==> config.mk <==
export PLATFORM = sky130hd
export DESIGN_NAME = id_stage
export DESIGN_NICKNAME = d
export VERILOG_FILES = /design/src/rtl/id_stage.sv
export SDC_FILE = /design/constraint.sdc
export NUM_CORES = 1
export LEC_CHECK = 0
export ABC_AREA = 1
export BUFFER_PORTS_ARGS = -buffer_cell sky130_fd_sc_hd__buf_2
export CAP_MARGIN = 40
export CORE_MARGIN = 2
export CORE_UTILIZATION = 40
export CTS_CLUSTER_SIZE = 28
export DETAILED_ROUTE_END_ITERATION = 10
export PLACE_DENSITY_LB_ADDON = 0.3
export SYNTH_ARGS = -nofsm -noshare
export SYNTH_HDL_FRONTEND = slang
export SYNTH_SLANG_ARGS = --single-unit
==> constraint.sdc <==
create_clock -name clk -period 2.35 [get_ports clk]
set_clock_uncertainty 0.1 [all_clocks]
set_input_delay 0.47 -clock clk [delete_from_list [all_inputs] [get_ports clk]]
set_output_delay 0.47 -clock clk [all_outputs]
set_load 0.05 [all_outputs]
==> src/rtl/id_stage.sv <==
// rtl/id_stage.sv - instruction decode stage with load-use/flag interlock, branch redirect and halt
module id_stage #(
  parameter int WIDTH  = 16,
  parameter int NREG   = 16,
  parameter int BOFF_W = 9,
  parameter int JOFF_W = 12,
  localparam int RA    = $clog2(NREG)
) (
  input  logic             clk,
  input  logic             rst,
  input  logic             in_valid,
  output logic             in_ready,
  input  logic [WIDTH-1:0] instr,
  input  logic [WIDTH-1:0] pc,
  input  logic             zr,
  input  logic             ne,
  input  logic             ov,
  input  logic             flag_busy,
  input  logic             flush,
  output logic             out_valid,
  input  logic             out_ready,
  output logic [RA-1:0]    p0_addr,
  output logic [RA-1:0]    p1_addr,
  output logic [RA-1:0]    dst_addr,
  output logic             re0,
  output logic             re1,
  output logic             we,
  output logic             memre,
  output logic             memwe,
  output logic             memtoreg,
  output logic             alu_op,
  output logic             src1sel,
  output logic             jal,
  output logic             jr,
  output logic             hlt,
  output logic [2:0]       func,
  output logic [3:0]       shamt,
  output logic [WIDTH-1:0] imm,
  output logic             redirect,
  output logic [WIDTH-1:0] redirect_addr,
  output logic             halted,
  output logic [WIDTH-1:0] stall_cnt
);

  typedef enum logic [1:0] {RUN = 2'd0, SQUASH = 2'd1, HALT = 2'd2} state_t;
  state_t state;

  logic [3:0]       op;
  logic [2:0]       d_func;
  logic [RA-1:0]    d_p0, d_p1, d_dst;
  logic             d_we, d_hlt, d_rd, d_is_b, d_cond, d_taken;
  logic [WIDTH-1:0] boff_sx, joff_sx, d_target;
  logic             load_use, flag_haz, accept;

  assign op      = instr[15:12];
  assign d_is_b  = (op == 4'b1100);
  assign d_hlt   = (op == 4'b1111);
  assign d_rd    = ~d_hlt;
  assign d_p0    = (op == 4'b1010) ? instr[8 +: RA] : instr[4 +: RA];
  assign d_p1    = (op[3:1] == 3'b011 || op == 4'b0101) ? instr[4 +: RA] : instr[0 +: RA];
  assign d_we    = ~op[3] | (op == 4'b1000) | (op == 4'b1010) | (op == 4'b1011) | (op == 4'b1101);
  assign boff_sx = {{(WIDTH-BOFF_W){instr[BOFF_W-1]}}, instr[BOFF_W-1:0]};
  assign joff_sx = {{(WIDTH-JOFF_W){instr[JOFF_W-1]}}, instr[JOFF_W-1:0]};
  assign d_target = pc + (d_is_b ? boff_sx : joff_sx);
  assign d_taken = (d_is_b & d_cond) | (op == 4'b1101);

  always_comb begin
    d_func = 3'b000;
    case (op)
      4'b0001, 4'b1000, 4'b1001: d_func = 3'b000;
      4'b1010:                   d_func = 3'b001;
      4'b1011, 4'b1100:          d_func = 3'b111;
      default:                   if (!op[3]) d_func = instr[14:12];
    endcase
  end

  // ADDZ only writes its destination when the zero flag is set; otherwise it targets R0
  always_comb begin
    d_dst = instr[8 +: RA];
    if (op == 4'b1101)      d_dst = RA'(NREG - 1);
    else if (d_is_b)        d_dst = '0;
    else if (op == 4'b0001) d_dst = zr ? instr[8 +: RA] : '0;
  end

  always_comb begin
    d_cond = 1'b0;
    case (instr[11:9])
      3'b000: d_cond = ~zr;
      3'b001: d_cond = zr;
      3'b010: d_cond = ~(zr | ne);
      3'b011: d_cond = ne;
      3'b100: d_cond = ~ne;
      3'b101: d_cond = ne | zr;
      3'b110: d_cond = ov;
      3'b111: d_cond = 1'b1;
    endcase
  end

  assign load_use = out_valid & memtoreg & (dst_addr != '0) &
                    (((dst_addr == d_p0) & d_rd) | ((dst_addr == d_p1) & d_rd));
  assign flag_haz = flag_busy & d_is_b & (instr[11:9] != 3'b111);
  assign in_ready = (state == SQUASH) |
                    ((state == RUN) & (~out_valid | out_ready) & ~flush & ~load_use & ~flag_haz);
  assign accept   = in_valid & in_ready & (state == RUN);

  always_ff @(posedge clk) begin
    if (rst) begin
      state <= RUN;
      out_valid <= 1'b0; redirect <= 1'b0; halted <= 1'b0;
      redirect_addr <= '0; stall_cnt <= '0;
      p0_addr <= '0; p1_addr <= '0; dst_addr <= '0;
      re0 <= 1'b0; re1 <= 1'b0; we <= 1'b0; memre <= 1'b0; memwe <= 1'b0;
      memtoreg <= 1'b0; alu_op <= 1'b0; src1sel <= 1'b0;
      jal <= 1'b0; jr <= 1'b0; hlt <= 1'b0;
      func <= '0; shamt <= '0; imm <= '0;
    end else begin
      if (state == RUN && in_valid && !in_ready && stall_cnt != '1)
        stall_cnt <= stall_cnt + 1'b1;
      if (flush) begin
        out_valid <= 1'b0;
        redirect  <= 1'b0;
        if (state != HALT) state <= RUN;
      end else if (accept) begin
        out_valid <= 1'b1;
        p0_addr <= d_p0; p1_addr <= d_p1; dst_addr <= d_dst;
        re0 <= d_rd; re1 <= d_rd; memre <= d_rd;
        we <= d_we; memwe <= (op == 4'b1001); memtoreg <= (op == 4'b1000);
        alu_op <= ~op[3]; src1sel <= op[3];
        jal <= (op == 4'b1101); jr <= (op == 4'b1110); hlt <= d_hlt;
        func <= d_func;
        shamt <= op[3] ? 4'd8 : instr[3:0];
        imm <= {{(WIDTH-8){instr[7]}}, instr[7:0]};
        redirect <= d_taken;
        if (d_taken) redirect_addr <= d_target;
        if (d_hlt) begin
          state  <= HALT;
          halted <= 1'b1;
        end else begin
          state <= d_taken ? SQUASH : RUN;
        end
      end else begin
        redirect <= 1'b0;
        if (out_ready) out_valid <= 1'b0;
        case (state)
          RUN, HALT: state <= state;
          default:   state <= RUN;
        endcase
      end
    end
  end

endmodule

==> results.sh, run 1 <==
export IMPL_finish_net_count=899
export IMPL_total_leakage_power_nw=2.969
export IMPL_place_gp_congestion=0.9403
export IMPL_async_flop_share_pct=0
export IMPL_fp_coreArea_mm2=0.01089
export IMPL_final_fill_count=1066
export IMPL_setup_repair_after_global_routing_missed_its_margin="true"
export IMPL_synth_cell_types=37
export IMPL_hold_viol_final=0
export IMPL_tightestPinTransition_ns=0.5106
export IMPL_setup_worst_path_class="input pin to output pin"
export IMPL_tritoncts="yes"
export IMPL_wl_um=13320
export IMPL_final_antenna_net_count=0
export IMPL_final_layout_size_suffix_gt1_share_pct=28.88
export IMPL_synth_largest_type_area_fraction_pct=32.48
export IMPL_final_period_minus_worst_setup_slack_ns=2.426
export IMPL_synth_ff_latch_count=73
export IMPL_cts_htree_levels=3
export IMPL_die_width_um=110.1
export IMPL_grt_start_max_net_pins=47
export IMPL_worst_endpoint_required_ns=1.78
export IMPL_detailedRoute_firstIterationViolations=289
export IMPL_cts_buffer_depth=2
export IMPL_start_util_pct=41.32
export IMPL_maxCapViolations=0
export IMPL_timing_final_max_slew_violations=0
export IMPL_violations="negative setup slack"
export IMPL_globalRouteTotalUtil_pct=22.38
export IMPL_multi_input_area_mm2=0.002659
export IMPL_chipHeight_um=110.1
export IMPL_run_status="complete, but fails checks"
export IMPL_holdCritStartpoint="flush"
export IMPL_met3RoutedLength_um=827
export IMPL_worst_r2r_cell_count=12
export IMPL_detail_route_wl_per_cell_um=13.52
export IMPL_maxSlewHeadroom_pct=65.92
export IMPL_critical_path_arrival_ns=1.86
export IMPL_postSynthNetCount=731
export IMPL_summed_negative_setup_slack_over_all_endpoints_ns=-0.07581
export IMPL_reg2reg_slack_ns=0.28
export IMPL_antenna_violations_before_repair=0
export IMPL_hold_path_end="out_valid"
export IMPL_dpl_hpwl_um=10350
export IMPL_ys_dominant_reg_cell="sky130_fd_sc_hd__dfxtp_1"
export IMPL_r2r_end="p0_addr[3]"
export IMPL_yosys_area_share_xor_xnor_pct=5.061
export IMPL_layout_worst_path_cycle_share_pct=103.2
export IMPL_cts_buffers_inserted=9
export IMPL_drt_first_pass_iters=7
export IMPL_first_global_vias=4501
export IMPL_highest_signal_layer="met4"
export IMPL_synth_avg_cell_area_um2=6.685
export IMPL_vias_per_cell=5.009
export IMPL_crit_path_end_kind="output pin"
export IMPL_timing_critical_path_fanout_max=6
export IMPL_tot_pwr_mw=3.106
export IMPL_n_antenna_cell=0
export IMPL_synthSimpleGateAreaFrac_pct=33.04
export IMPL_f_max_mhz=412.2
export IMPL_post_route_drc_count=0
export IMPL_ios=123
export IMPL_portBuffers=122
export IMPL_synth_enable_flop_cells=0
export IMPL_synth_adder_area_share_pct=4.894
export IMPL_globalRoute_totalOverflow=0
export IMPL_dominant_combinational_cell_family_by_area_after_synthesis="simple AND/OR/NAND/NOR gates"
export IMPL_post_synth_top_area_cell="sky130_fd_sc_hd__dfxtp_1"
export IMPL_synthesis_area_mm2=0.004499
export IMPL_cts_sink_count=73
export IMPL_area_fraction_in_compound_gates_after_synthesis_pct=13.63
export IMPL_route_layer_met1_wl_um=6043
export IMPL_insertion_delay_to_the_later_sink_of_the_worst_skew_pair_ns=0.35
export IMPL_rows=38
export IMPL_power_density_mw_per_mm2=522.6
export IMPL_final_design_area_no_fill_mm2=0.005944
export IMPL_hold_fix_buffer_count_after_cts=0
export IMPL_holdPathStages=4
export IMPL_hp_class="input pin to flip-flop"
export IMPL_yosysWarnings=0
export IMPL_reg2reg_from="dst_addr[3]"
export IMPL_startpoint_type="input pin"
export IMPL_postSynthCellCount=673
export IMPL_synth_area_leaders="sky130_fd_sc_hd__dfxtp_1, sky130_fd_sc_hd__nand2_1, sky130_fd_sc_hd__a21oi_1"
export IMPL_path_clk_slew_ns=0.07
export IMPL_synthMuxAreaShare_pct=0
export IMPL_report_final_setup_viol=1
export IMPL_met2_length_um=6095
export IMPL_worst_ir_drop_vdd_uv=227.9
export IMPL_grt_first_pass_wirelength_um=21120
export IMPL_seqCellArea_mm2=0.001461
export IMPL_detailed_place_area_mm2=0.005643
export IMPL_count_of_vias_placed_by_the_detailed_router=4934
export IMPL_floorplan_die_area_mm2=0.01211
export IMPL_areaGrowthSynthToFinish_pct=32.12
export IMPL_cts_root_buffer="sky130_fd_sc_hd__clkbuf_8"
export IMPL_worst_hold_slack_ns=0.2830
export IMPL_sequential_share_of_the_synthesized_area_pct=32.48
export IMPL_timing_final_ws_setup_ns=-0.07581
-- cell usage after synthesis, types with 7 or more instances --
cell type,number
sky130_fd_sc_hd__a21oi_1,68
sky130_fd_sc_hd__o21ai_0,20
sky130_fd_sc_hd__buf_4,16
sky130_fd_sc_hd__nand4_1,18
sky130_fd_sc_hd__nand2_1,184
sky130_fd_sc_hd__ha_1,16
sky130_fd_sc_hd__nor2_1,68
sky130_fd_sc_hd__o21ai_1,7
sky130_fd_sc_hd__inv_1,70
sky130_fd_sc_hd__clkbuf_1,9
sky130_fd_sc_hd__dfxtp_1,73
sky130_fd_sc_hd__nor3_1,10
sky130_fd_sc_hd__nand3_1,40
sky130_fd_sc_hd__xor2_1,21
-- critical path, cell delays in order --
cell	delay (ns)
sky130_fd_sc_hd__buf_6	0.11
sky130_fd_sc_hd__buf_12	0.12
sky130_fd_sc_hd__nor2_4	0.18
sky130_fd_sc_hd__nand2_4	0.11
sky130_fd_sc_hd__nand2_2	0.09
sky130_fd_sc_hd__nand2_2	0.05
sky130_fd_sc_hd__nand2_1	0.06
sky130_fd_sc_hd__nand2_1	0.05
sky130_fd_sc_hd__nor2_1	0.11
sky130_fd_sc_hd__nand2_1	0.08
sky130_fd_sc_hd__nand2_2	0.08
sky130_fd_sc_hd__nand2_4	0.06
sky130_fd_sc_hd__nand2_4	0.07
sky130_fd_sc_hd__o21ai_2	0.06
sky130_fd_sc_hd__buf_6	0.15
-- final cells by class --
| type | count | area share [%] |
|---|---|---|
| repair buffers | 191 | 20.14 |
| well taps | 140 | 2.947 |
| inverters | 73 | 4.694 |
| clock inverters | 2 | 0.2315 |
| flip-flops and latches | 73 | 24.58 |
| clock buffers | 13 | 2.673 |
| multi-input cells | 493 | 44.73 |
-- power breakdown --
part           leakage [nW]  switching (mW)  internal [mW]
Combinational          2.29           0.583          0.313
Clock                0.0895           0.468          0.437
Sequential            0.593          0.0283           1.28
Total                  2.97            1.08           2.03
-- per-stage QoR --
stage	util [%]	setup slack [ns]	std cells
after floorplan	-	0.002221	673
after global placement	51.83	-0.2062	966
after detailed placement	51.83	-0.2437	966
after CTS	54.07	-0.04717	985
after global routing	54.60	-0.1719	985
final	54.60	-0.07581	985
-- per-layer routing --
layer	GRT usage (%)	vias to the layer above
li1	-	2507
met1	28.60	2240
met2	36.59	164
met3	4.115	23
met4	10.13	0
met5	0	-
-- registers in the layout, summed over array words and instances (netlist names) --
register,count
jal,1
redirect,1
src1sel,1
we,1
out_valid,1
p1_addr,4
redirect_addr,16
hlt,1
imm,8
memwe,1
jr,1
dst_addr,4
p0_addr,4
memtoreg,1
halted,1
memre,1
state,2
alu_op,1
shamt,4
stall_cnt,16
func,3
-- cell usage in the layout (no fill, tap or decap), types with 8 or more instances in the layout --
cell and instances:
sky130_fd_sc_hd__nand2_1 180, sky130_fd_sc_hd__a21oi_1 67, sky130_fd_sc_hd__dfxtp_1 73, sky130_fd_sc_hd__nor3_1 8, sky130_fd_sc_hd__buf_4 65, sky130_fd_sc_hd__o21ai_0 19
sky130_fd_sc_hd__nand3_1 40, sky130_fd_sc_hd__ha_1 12, sky130_fd_sc_hd__nor2_1 67, sky130_fd_sc_hd__nand4_1 18, sky130_fd_sc_hd__xor2_1 21, sky130_fd_sc_hd__inv_1 67
sky130_fd_sc_hd__clkbuf_8 11, sky130_fd_sc_hd__buf_2 119
-- cell families (layout without fill, tap and decap cells) --
group	Yosys count	in the layout
AOI/OAI and AO/OA	112	112
adders and majority gates	17	17
DFF	73	73
and+or+nand+nor	338	338
xor gates and xnor gates	26	26
buffers and inverters	107	279
-- worst max-delay path by stage --
stage / cells after the start / slack (ns) / endpoint / start
floorplan: 16 / 0.002 / redirect_addr[12] / instr[12]
global placement: 15 / -0.21 / redirect_addr[15] / instr[12]
detailed placement: 15 / -0.24 / redirect_addr[15] / instr[12]
CTS: 15 / -0.05 / in_ready / instr[12]
global route: 15 / -0.17 / in_ready / instr[15]
finish: 15 / -0.08 / in_ready / instr[15]
-- repair_timing --
action,in CTS,in global routing
setup buffers,4,0
resized for setup,14,11
pin swaps,6,0
endpoints found under the setup margin,1,22
No activity file was read; power rests on OpenSTA's default activity.
==> run 2, diff against run 1 <==
--- a/config.mk
+++ b/config.mk
@@ -13,6 +13,7 @@
 export CTS_CLUSTER_SIZE = 28
 export DETAILED_ROUTE_END_ITERATION = 10
 export PLACE_DENSITY_LB_ADDON = 0.3
+export SKIP_CTS_REPAIR_TIMING = 1
 export SYNTH_ARGS = -nofsm -noshare
 export SYNTH_HDL_FRONTEND = slang
 export SYNTH_SLANG_ARGS = --single-unit
==> run 2 against run 1 <==
The run still ends with negative setup slack left. Worst setup slack lost 0.029 ns. Die area is the same. Hold slack gained 0.0027 ns. Clock power is essentially flat. Sequential share of layout area shrank 0.23 points. Sequential cell count is the same. Register-to-register slack gained 0.02 ns. Clock-buffer cell count is the same. Wire length grew 1.1%. First-iteration DRC count shrank 4.2%.
==> results.sh, run 2 (synthesis gave the netlist of run 1 again) <==
export IMPL_post_place_cells=966
export IMPL_report_final_setup_viol=1
export IMPL_critical_path_max_stage_delay_ns=0.19
export IMPL_run_status="complete, but fails checks"
export IMPL_tot_pwr_mw=3.123
export IMPL_hp_class="input pin to flip-flop"
export IMPL_finish_net_count=901
export IMPL_chipHeight_um=110.1
export IMPL_tritoncts="yes"
export IMPL_cpMostUsedCell="sky130_fd_sc_hd__nand2_1"
export IMPL_floorplan_die_area_mm2=0.01211
export IMPL_cts_root_buffer="sky130_fd_sc_hd__clkbuf_8"
export IMPL_worst_ir_drop_vdd_uv=227.9
export IMPL_detailedRoute_firstIterationViolations=277
export IMPL_worst_r2r_cell_count=9
export IMPL_r2r_end="stall_cnt[7]"
export IMPL_cts_sink_count=73
export IMPL_commonest_non_fill_non_tap_cell_in_the_layout="sky130_fd_sc_hd__nand2_1"
export IMPL_timing_critical_path_fanout_max=6
export IMPL_total_leakage_power_nw=2.984
export IMPL_worst_endpoint_required_ns=1.78
export IMPL_antenna_violations_before_repair=0
export IMPL_holdPathStages=4
export IMPL_n_antenna_cell=0
export IMPL_final_antenna_net_count=0
export IMPL_holdCritStartpoint="flush"
export IMPL_final_period_minus_worst_setup_slack_ns=2.455
export IMPL_hold_viol_final=0
export IMPL_largestRegisters="redirect_addr x16, stall_cnt x16, imm x8"
export IMPL_cts_htree_levels=3
export IMPL_critical_path_arrival_ns=1.88
export IMPL_layout_worst_path_cycle_share_pct=104.5
export IMPL_reg2reg_from="stall_cnt[0]"
export IMPL_first_global_vias=4459
export IMPL_dpl_hpwl_um=10350
export IMPL_maxSlewHeadroom_pct=67.35
export IMPL_fp_coreArea_mm2=0.01089
export IMPL_cts_buffer_depth=2
export IMPL_summed_negative_setup_slack_over_all_endpoints_ns=-0.1048
export IMPL_final_fill_count=1064
export IMPL_globalRouteTotalUtil_pct=22.12
export IMPL_count_of_vias_placed_by_the_detailed_router=4968
export IMPL_worst_hold_slack_ns=0.2857
export IMPL_grt_start_max_net_pins=47
export IMPL_startpoint_type="input pin"
export IMPL_finish_cell_count_without_fillers=987
export IMPL_rows=38
export IMPL_finish_utilization_pct=55.10
export IMPL_detailed_place_area_mm2=0.005643
export IMPL_power_density_mw_per_mm2=520.5
export IMPL_grt_first_pass_wirelength_um=20880
export IMPL_hold_path_end="out_valid"
export IMPL_vias_per_cell=5.033
export IMPL_crit_path_end_kind="output pin"
export IMPL_worst_path_max_delay_cell="sky130_fd_sc_hd__nor2_4"
export IMPL_ios=123
export IMPL_maxCapViolations=0
export IMPL_detail_route_wl_per_cell_um=13.64
export IMPL_setup_worst_path_class="input pin to output pin"
export IMPL_path_clk_slew_ns=0.07
export IMPL_final_design_area_no_fill_mm2=0.006000
export IMPL_final_cell_mix="sky130_fd_sc_hd__nand2_1, sky130_fd_sc_hd__buf_2, sky130_fd_sc_hd__dfxtp_1"
export IMPL_portBuffers=122
export IMPL_die_width_um=110.1
export IMPL_place_gp_congestion=0.9403
export IMPL_timing_final_ws_setup_ns=-0.1048
export IMPL_f_max_mhz=407.4
export IMPL_insertion_delay_to_the_later_sink_of_the_worst_skew_pair_ns=0.35
export IMPL_wl_um=13460
export IMPL_final_layout_size_suffix_gt1_share_pct=29.52
export IMPL_cts_buffers_inserted=9
export IMPL_pre_cts_slack_ns=-0.2437
export IMPL_post_route_drc_count=0
export IMPL_globalRoute_totalOverflow=0
export IMPL_reg2reg_slack_ns=0.30
export IMPL_timing_final_max_slew_violations=0
export IMPL_start_util_pct=41.32
export IMPL_drt_first_pass_iters=7
export IMPL_violations="negative setup slack"
export IMPL_tightestPinTransition_ns=0.4898
export IMPL_areaGrowthSynthToFinish_pct=33.34
export IMPL_setup_repair_after_global_routing_missed_its_margin="true"
export IMPL_cp_cell_sequence="buf_8 > buf_12 > nor2_4 > nand2_4 > nand2_1 > nand2_1 > nand2_1 > nand2_1 > nor2_1 > nand2_1 > nand2_2 > nand2_4 > nand2_4 > o21ai_2 > buf_6"
run 2: cell types whose count changed in the layout (fill, tap and decap cells not counted), sizes merged:
cell	delta
buf	+2
run 2: worst max path at each step:
| stage | start | slack [ns] | cells past startpoint | end |
|---|---|---|---|---|
| 4_1_cts | instr[15] | -0.22 | 15 | in_ready |
| 2_1_floorplan | instr[12] | 0.002 | 16 | redirect_addr[12] |
| 5_1_grt | instr[15] | -0.20 | 15 | in_ready |
| 3_3_place_gp | instr[12] | -0.21 | 15 | redirect_addr[15] |
| 3_5_place_dp | instr[12] | -0.24 | 15 | redirect_addr[15] |
| 6_report | instr[15] | -0.10 | 15 | in_ready |
run 2: cell type report:
cell class,instances,area (um2),share of cell area [%]
tap,140,175.2,2.920
sequential,73,1461,24.36
multi-input combinational,493,2693,44.88
inverter,73,274.0,4.567
clock inverter,2,13.76,0.2294
clock buffer,13,158.9,2.649
timing repair buffer,193,1224,20.40
run 2: layer usage:
metal	vias up	global-route usage (%)	routed length, um
met3	22	4.115	874
met1	2252	28.42	6012
met2	180	35.93	6212
met5	-	0	0
met4	0	10.04	361
li1	2514	-	-
run 2: power by group:
| part | internal [mW] | total [mW] | switching (mW) | leakage, nW |
|---|---|---|---|---|
| clock network | 0.437 | 0.904 | 0.467 | 0.0895 |
| logic | 0.323 | 0.914 | 0.591 | 2.30 |
| registers | 1.28 | 1.31 | 0.0281 | 0.593 |
| total | 2.04 | 3.12 | 1.09 | 2.98 |
run 2: critical path, delay by kind of cell:
family	cells	cell delay, ns
AND/OR/NAND/NOR	11	0.97
AO/OA/AOI/OAI	1	0.06
buffers and inverters	3	0.38
